[src/rtl/btn_pkg.sv]
// Shared types and helpers for the multi-channel pushbutton processor.
package btn_pkg;

   typedef enum logic [1:0] {
      IDLE     = 2'd0,
      DEBOUNCE = 2'd1,
      PRESSED  = 2'd2,
      HELD     = 2'd3
   } btn_state_e;

   // Bits needed to hold the largest of the three tick counts.
   function automatic int cnt_width(input int a, input int b, input int c);
      longint m;
      int     w;
      m = longint'(a);
      if (longint'(b) > m) m = longint'(b);
      if (longint'(c) > m) m = longint'(c);
      w = 1;
      while ((longint'(1) << w) < (m + 1)) w++;
      return w;
   endfunction

endpackage

[src/rtl/button_channel.sv]
// One pushbutton channel: two-flop synchroniser, debounce and
// short/long/repeat classification FSM sharing a single counter.
module button_channel
   import btn_pkg::*;
#(
   parameter int ACTIVE_LOW     = 0,
   parameter int DEBOUNCE_TICKS = 20000,
   parameter int LONG_TICKS     = 2000000,
   parameter int REPEAT_EN      = 0,
   parameter int REPEAT_TICKS   = 250000,
   parameter int CNT_W          = cnt_width(DEBOUNCE_TICKS, LONG_TICKS, REPEAT_TICKS)
) (
   input  logic clk_i,
   input  logic rst_ni,
   input  logic btn_i,
   output logic short_o,
   output logic long_o,
   output logic repeat_o,
   output logic pressed_o
);

   localparam logic [CNT_W-1:0] DEB_LAST  = CNT_W'(DEBOUNCE_TICKS - 1);
   localparam logic [CNT_W-1:0] LONG_LAST = CNT_W'(LONG_TICKS - 1);
   localparam logic [CNT_W-1:0] REP_LAST  = CNT_W'(REPEAT_TICKS - 1);

   logic             sync1_q, s_q;
   btn_state_e       state_q, state_d;
   logic [CNT_W-1:0] cnt_q, cnt_d;
   logic             short_q, short_d;
   logic             long_q, long_d;
   logic             repeat_q, repeat_d;

   // Polarity is folded in ahead of the synchroniser so reset loads "released".
   always_ff @(posedge clk_i or negedge rst_ni) begin
      if (!rst_ni) begin
         sync1_q  <= 1'b0;
         s_q      <= 1'b0;
         state_q  <= IDLE;
         cnt_q    <= '0;
         short_q  <= 1'b0;
         long_q   <= 1'b0;
         repeat_q <= 1'b0;
      end else begin
         sync1_q  <= btn_i ^ (ACTIVE_LOW != 0);
         s_q      <= sync1_q;
         state_q  <= state_d;
         cnt_q    <= cnt_d;
         short_q  <= short_d;
         long_q   <= long_d;
         repeat_q <= repeat_d;
      end
   end

   always_comb begin
      state_d  = state_q;
      cnt_d    = cnt_q;
      short_d  = 1'b0;
      long_d   = 1'b0;
      repeat_d = 1'b0;
      case (state_q)
         IDLE: begin
            cnt_d = '0;
            if (s_q) state_d = DEBOUNCE;
         end
         DEBOUNCE: begin
            if (!s_q) begin
               state_d = IDLE;
               cnt_d   = '0;
            end else if (cnt_q == DEB_LAST) begin
               state_d = PRESSED;
               cnt_d   = '0;
            end else begin
               cnt_d = cnt_q + CNT_W'(1);
            end
         end
         PRESSED: begin
            if (!s_q) begin
               short_d = 1'b1;
               state_d = IDLE;
               cnt_d   = '0;
            end else if (cnt_q == LONG_LAST) begin
               long_d  = 1'b1;
               state_d = HELD;
               cnt_d   = '0;
            end else begin
               cnt_d = cnt_q + CNT_W'(1);
            end
         end
         HELD: begin
            if (!s_q) begin
               state_d = IDLE;
               cnt_d   = '0;
            end else if (REPEAT_EN != 0) begin
               if (cnt_q == REP_LAST) begin
                  repeat_d = 1'b1;
                  cnt_d    = '0;
               end else begin
                  cnt_d = cnt_q + CNT_W'(1);
               end
            end else begin
               cnt_d = '0;
            end
         end
         default: begin
            state_d = IDLE;
            cnt_d   = '0;
         end
      endcase
   end

   assign short_o   = short_q;
   assign long_o    = long_q;
   assign repeat_o  = repeat_q;
   assign pressed_o = (state_q == PRESSED) || (state_q == HELD);

endmodule

[src/rtl/multi_button_processor.sv]
// N independent button channels plus a one-cycle-delayed combined event flag.
module multi_button_processor
   import btn_pkg::*;
#(
   parameter int N_BUTTONS      = 2,
   parameter int ACTIVE_LOW     = 0,
   parameter int DEBOUNCE_TICKS = 20000,
   parameter int LONG_TICKS     = 2000000,
   parameter int REPEAT_EN      = 0,
   parameter int REPEAT_TICKS   = 250000
) (
   input  logic                 clk_1mhz,
   input  logic                 rst_n,
   input  logic [N_BUTTONS-1:0] btn_i,
   output logic [N_BUTTONS-1:0] short_o,
   output logic [N_BUTTONS-1:0] long_o,
   output logic [N_BUTTONS-1:0] repeat_o,
   output logic [N_BUTTONS-1:0] pressed_o,
   output logic                 event_o
);

   localparam int CNT_W = cnt_width(DEBOUNCE_TICKS, LONG_TICKS, REPEAT_TICKS);

   logic event_q, event_d;

   for (genvar g = 0; g < N_BUTTONS; g++) begin : g_chan
      button_channel #(
         .ACTIVE_LOW    (ACTIVE_LOW),
         .DEBOUNCE_TICKS(DEBOUNCE_TICKS),
         .LONG_TICKS    (LONG_TICKS),
         .REPEAT_EN     (REPEAT_EN),
         .REPEAT_TICKS  (REPEAT_TICKS),
         .CNT_W         (CNT_W)
      ) u_chan (
         .clk_i    (clk_1mhz),
         .rst_ni   (rst_n),
         .btn_i    (btn_i[g]),
         .short_o  (short_o[g]),
         .long_o   (long_o[g]),
         .repeat_o (repeat_o[g]),
         .pressed_o(pressed_o[g])
      );
   end

   assign event_d = |(short_o | long_o | repeat_o);

   always_ff @(posedge clk_1mhz or negedge rst_n) begin
      if (!rst_n) event_q <= 1'b0;
      else        event_q <= event_d;
   end

   assign event_o = event_q;

endmodule

[config.mk]
export PLATFORM = sky130hd
export DESIGN_NAME = multi_button_processor
export DESIGN_NICKNAME = d
export VERILOG_FILES = /design/src/rtl/btn_pkg.sv /design/src/rtl/button_channel.sv /design/src/rtl/multi_button_processor.sv
export SDC_FILE = /design/constraint.sdc
export NUM_CORES = 1
export LEC_CHECK = 0
export BUFFER_PORTS_ARGS = -buffer_cell sky130_fd_sc_hd__buf_2
export CAP_MARGIN = 40
export CORE_UTILIZATION = 40
export DETAILED_ROUTE_END_ITERATION = 6
export PLACE_DENSITY = 0.67
export SYNTH_ARGS = -nofsm -noshare
export SYNTH_HDL_FRONTEND = slang
export SYNTH_HIERARCHICAL = 1
export SYNTH_SLANG_ARGS = --single-unit
[constraint.sdc]
create_clock -name clk_1mhz -period 4.2 [get_ports clk_1mhz]
set_input_delay 0.42 -clock clk_1mhz [delete_from_list [all_inputs] [get_ports clk_1mhz]]
set_output_delay 0.42 -clock clk_1mhz [all_outputs]
set_load 0.1 [all_outputs]
After elaboration in Yosys (flattened, before gate mapping). Cells that the tools add are included.

Multiplexer cells: 34. Reduce and logical (&&, ||, !) cells: 9. Bitwise operators: 1. Add/sub/neg operators: 2. Equal/unequal tests: 18.

Operators with widths (number): two-way mux 21 bit (8); one-hot mux 21 bit (3 select lines) (2); adder 21 x 1 -> 21 bit, second input constant (2); == test 21 x 15 -> 1 bit, second input constant (2); == test 21 bit, second input constant (2); two-way mux 2 bit (12); one-hot mux 2 bit (4 select lines) (2); inequality test 3 bit, second input constant (4); two-way mux 1 bit (10); == test 2 bit, second input constant (4); AND reduction 4 bit (2); OR reduction 2 bit (3); == test 2 x 1 -> 1 bit, second input constant (2); zero test 2 bit (2); inequality test 2 x 1 -> 1 bit, second input constant (2); inequality test 2 bit, second input constant (2); logical OR 1 bit (2); bitwise OR 2 bit (1).

Bits in registers: 55. Bits of input ports: 4. Word-level logic and storage cells: 77. Output and inout port bits: 9.

Longest topological paths before layout.
Depth after elaboration: 4. Gate-level depth with buffers: 7. Depth with buffers taken out: 5.

By module. Netlist, hierarchy kept.

By module, submodules not included: button_channel (instances 2, sequential area each 675.6 um^2, cells each 134, area an instance 1413.9 um^2); multi_button_processor (instances 1, sequential area each 25.0 um^2, cells each 4, area an instance 38.8 um^2).

Worst setup path after synthesis. Ideal clock, no wire load.

Path kind: flip-flop to flip-flop. Start: register g_chan[0].u_chan.cnt_q[0]. End: register g_chan[0].u_chan.cnt_q[14]. Setup slack: 2.443 ns. Setup time: 0.087 ns. Path buffers: 2. Required time: 4.113 ns. Data arrival time: 1.670 ns. Clock period less this slack: 1.757 ns. Stages on the path, launching flop included: 8. Cells stage by stage: dfrtp_1 -> ha_1 -> and4_1 -> buf_4 -> and3b_1 -> a21o_1 -> buf_2 -> a22oi_1.

Word-level cells in the longest chain between the ends: 4. Elaborated cells between the ends (all ways): 8. Classes of those cells: add/sub: 1; eq/ne: 2; mux: 5.

RTL lines: from (decl) (RTL line button_channel.sv:28) `logic [CNT_W-1:0] cnt_q, cnt_d;`; from (signal assigned) (RTL line button_channel.sv:47) `cnt_q <= cnt_d;`; adder 21 x 1 -> 21 bit (tied with other cells) (RTL line button_channel.sv:73, button_channel.sv:86); two-way mux 21 bit (on tied branches) (RTL line button_channel.sv:81, button_channel.sv:69); two-way mux 21 bit (on tied branches) (RTL line button_channel.sv:77, button_channel.sv:66); one-hot mux 21 bit (3 select lines) (*) (RTL line button_channel.sv:60) `case (state_q)`; net g_chan[0].u_chan.cnt_d[14] (RTL line button_channel.sv:28).

The timed path passes the listed nets; every way through them passes the cells marked *. A chain may end at the register's enable or synchronous reset.

Worst setup path after layout.
Start: register g_chan[1].u_chan.cnt_q[0]. End: register g_chan[1].u_chan.cnt_q[6].

Word-level cells in the longest chain between the ends: 4. Elaborated cells between the ends (all ways): 8. Classes of those cells: add/sub: 1; eq/ne: 2; mux: 5.

RTL lines (RTL line): from (decl) (button_channel.sv:28); from (signal assigned) (button_channel.sv:47); adder 21 x 1 -> 21 bit (tied with other cells) (button_channel.sv:73, button_channel.sv:86); two-way mux 21 bit (on tied branches) (button_channel.sv:81, button_channel.sv:69); two-way mux 21 bit (on tied branches) (button_channel.sv:77, button_channel.sv:66); one-hot mux 21 bit (3 select lines) (*) (button_channel.sv:60); net g_chan[1].u_chan.cnt_d[6] (button_channel.sv:28).

Marked as above.

==> impl.org <==
** Synth
- During synthesis, Yosys emitted a total of 6 warnings.
- Post-synth EDFFs :: 0
- A synthesized cell averages 10.5 um^2.
- Synthesis inferred 55 register bits.
- By count the netlist is led by sky130_fd_sc_hd__dfrtp_1 (55), sky130_fd_sc_hd__a21oi_1 (26), sky130_fd_sc_hd__nand3_1 (14), sky130_fd_sc_hd__xor2_1 (14), sky130_fd_sc_hd__o21ai_0 (12).
- Synth async-reset ratio :: 100%
- Most area-consuming cells after synthesis :: sky130_fd_sc_hd__dfrtp_1 (48%), sky130_fd_sc_hd__a21oi_1 (4.5%), sky130_fd_sc_hd__xor2_1 (4.3%), sky130_fd_sc_hd__a22oi_1 (2.6%), sky130_fd_sc_hd__nand3_1 (2.4%)
- In the synthesized netlist, the number of instances is 272.
- The most common cell in the synthesized netlist is sky130_fd_sc_hd__dfrtp_1.
- Library cell occupying the most area in the post-synthesis netlist :: sky130_fd_sc_hd__dfrtp_1
- Top cell type's share of synthesized area :: 48.0%
- Sequential cell area fraction in the yosys report :: 48.0%
- The number of nets handed over by synthesis was 278.
- In the synthesized netlist the dominant register cell turns out to be sky130_fd_sc_hd__dfrtp_1.
- Synth Cell Area :: 0.00287 mm^2
- After synthesis, the netlist uses 43 different library cells.

** Hold path
- The tightest min-delay check is of the in2reg type.
- Source of the worst hold timing path :: btn_i[0]

** Finish
- Layout cell share with drive strength beyond 1 :: 14.8%
- The repair_antennas step left the layout with diodes totalling 0.
- Layout Nets :: 282
- Cells fill 45.0% of the core in the end.
- Synthesis-to-finish area growth :: 7.77%
- Fill cells in the final layout number 649.

** Critical path
- Critical Path Max Stage Delay :: 590 ps
- The critical path in this run is classified as reg2reg.
- List of cells traversed by the critical path :: ha_1, and4_1, and3b_1, a21o_1, a221oi_1
- Critical path required time :: 4350 ps
- Startpoint of the most critical register-to-register path :: g_chan[1].u_chan/cnt_q[0]
- STA classifies the critical path startpoint as a flop.
- Worst-path fanout max :: 21
- CP bufs+invs :: 0
- In this run the worst setup path begins at g_chan[1].u_chan/cnt_q[0].
- Critical path capture point type :: flop
- Slowest cell on the critical path :: sky130_fd_sc_hd__a21o_1
- Data arrival time of the critical path :: 2480 ps
- The kind of cell with the highest combined delay along the critical path is compound AO/OA/AOI/OAI gates.

** Power
- Dividing total power by cell area gives a power density of 302 mW/mm^2.
- Share of total power in combinational logic :: 3.9%
- In this run the power spent charging and discharging nets is 0.000200 W.
- Leakage power :: 1.24 nW
- Clock power frac :: 38.3%
- The internal power of the cells totals 0.000733 W.
- The worst-case IR drop observed on VDD is 0.000116 V.
- Reg power frac :: 57.8%
- Net switching share of the total power :: 21.5%

** Global route
- Pin count of the biggest net entering global routing :: 56
- Global routing consumed, over all layers together, 15.3% of the routing resources.
- Summed over all layers, the global routing overflow is 0.
- The number of antenna violations at the first check in global routing was 0.
- Vias in the first global route :: 1967
- The first global-routing pass estimated 9.16 mm of wire.

** Timing
- Transition at the pin with the smallest max-transition slack :: 711 ps
- Period utilisation layout :: 55.4%
- F_max :: 430 MHz
- Setup violations, final :: 0
- Number of hold-slack violations in the final timing report :: 0
- Between clock sinks in the finished design, the worst skew comes to 9.51 ps.
- The routed design could run at a clock period as short as 2320 ps.
- The number of max-slew violations in the final report is 0.
- Setup repair after global routing missed its margin :: no
- In this run the tightest slew margin relative to its limit is 52.6%.
- Setup total negative slack on the finished layout was measured at 0 ps.

** Floorplanning
- Width of the chip :: 86.7 um
- The floorplan has 30 rows.
- The die covers 0.00751 mm^2.
- For this configuration, the core starts out at a cell density of 41.7%.
- Die Span Y :: 86.7 um
- During I/O placement, the number of pins put on the boundary was 13.
- Total core area :: 0.00687 mm^2

** Place
- Gp weighted congestion :: 0.783
- Summed over all nets, the half-perimeter wirelength after detailed placement is 3.60 mm.
- During placement, the flow inserted port buffers numbering 10.

** Clock network
- TritonCTS created 5 clock buffers.
- H-tree levels :: 2
- Worst-Skew Late Latency :: 310 ps
- Post-CTS timing repair inserted 0 buffers for setup.
- Total clock sinks :: 55
- CTS placed an instance of sky130_fd_sc_hd__clkbuf_8 at the clock tree root.
- TritonCTS built the clock tree.
- Counting along the longest clock path gives a buffer depth of 2.
- Buffers inserted to repair hold after CTS numbered 0.
- After clock tree synthesis, the clock-pin slew on the worst setup and hold paths is 100 ps.
- The number of gates resized after CTS was 0.

** Routing
- Post-detailed-route via-to-cell ratio :: 5.58
- Final ANT Viol Nets :: 0
- Before antenna repair, the detailed router went through 4 iterations.
- Detailed-route wire length per cell :: 14.2 um
- For this run, design rule violations remaining after detail routing come to 0.
- The detailed router finished its first iteration with 132 violations.
- The detailed router placed 2080 vias in this run.
- Post-Route WL :: 5.28 mm

** Run
- Number of max-cap violations :: 0

** Run status
- The flow ran to the end, and the final reports show no timing, DRC or antenna violations.
## worst reg2reg max path, delay by kind of cell (launching register included)
family | cells | cell delay (ps)
AOI/OAI and AO/OA | 2 | 810
adders and majority gates | 1 | 240
DFF | 1 | 450
and+or+nand+nor | 2 | 670
## area by class of cell
type	count	area [um^2]	share of cell area (%)
clock buffer	6	82.6	2.67
tap	96	120	3.89
clock inverter	2	35.0	1.13
sequential	55	1380	44.6
inverter	2	7.51	0.243
timing repair buffer	13	72.6	2.35
multi-input combinational	199	1400	45.2
## per-layer routing
metal | up-vias | wire length, um | global-route usage [%]
met5 | - | 0 | 0
met4 | 0 | 86 | 6.06
met3 | 7 | 170 | 2.86
met2 | 41 | 2490 | 24.9
met1 | 1006 | 2530 | 20.2
li1 | 1026 | - | -
## layout by cell type, fill, tap and decap left out, drive strengths merged, types with 4 or more instances in the layout
cell,count
a21oi,26
xor2,14
and3,8
nand4b,4
xnor2,8
o31ai,4
dfrtp,55
a22oi,14
and4,4
nand4,12
and2,4
nor2b,6
clkbuf,6
or4,4
buf,13
nand2,11
o21ai,12
nor2,5
nor4,9
nand3,16
or3,12
## worst paths after layout
check	endpoint	slack, ps	cells past startpoint
setup / recovery	g_chan[1].u_chan/cnt_q[6]	1880	5
setup reg to reg	g_chan[1].u_chan/cnt_q[6]	1880	5
hold / removal	g_chan[0].u_chan/sync1_q	210	1
hold reg to reg	g_chan[1].u_chan/s_q	360	0
min in group asynchronous	g_chan[1].u_chan/cnt_q[9]	220	2
max in group asynchronous	g_chan[1].u_chan/cnt_q[14]	3520	2
## per-stage QoR
stage	power [W]	instance area, um^2	setup slack [ps]	hold WS (ps)	instances
floorplan	0.000573	2870	2440	124	272
global placement	0.000587	2970	1970	345	365
detailed placement	0.000587	2970	1890	336	365
CTS	0.000949	3090	1880	206	373
global route	0.000979	3090	1700	194	373
finish	0.000934	3090	1880	214	373
## sequential cells by signal, summed over array words and instances (netlist names)
signal,cells
g_chan.u_chan/cnt_q,42
g_chan.u_chan/short_o,2
g_chan.u_chan/state_q,4
g_chan.u_chan/sync1_q,2
g_chan.u_chan/long_o,2
g_chan.u_chan/s_q,2
event_o,1
## power by group through the flow
| stage | registers [W] | logic (W) | clock network, W |
|---|---|---|---|
| floorplan | 0.000553 | 0.0000204 | 0 |
| global placement | 0.000550 | 0.0000367 | 0 |
| detailed placement | 0.000550 | 0.0000371 | 0 |
| CTS | 0.000540 | 0.0000372 | 0.000372 |
| global route | 0.000541 | 0.0000404 | 0.000398 |
| finish | 0.000540 | 0.0000360 | 0.000358 |
## logic make-up after synthesis
logic type	Yosys count	share of synthesized area (%)
xor+xnor	22	6.72
compound gates	66	14.7
buf+inv	18	3.32
fa+ha+maj	2	0.873
simple gates	107	26.1
other cells	2	0.262
flops	55	48.0
Power figures use the tool's default switching activity.
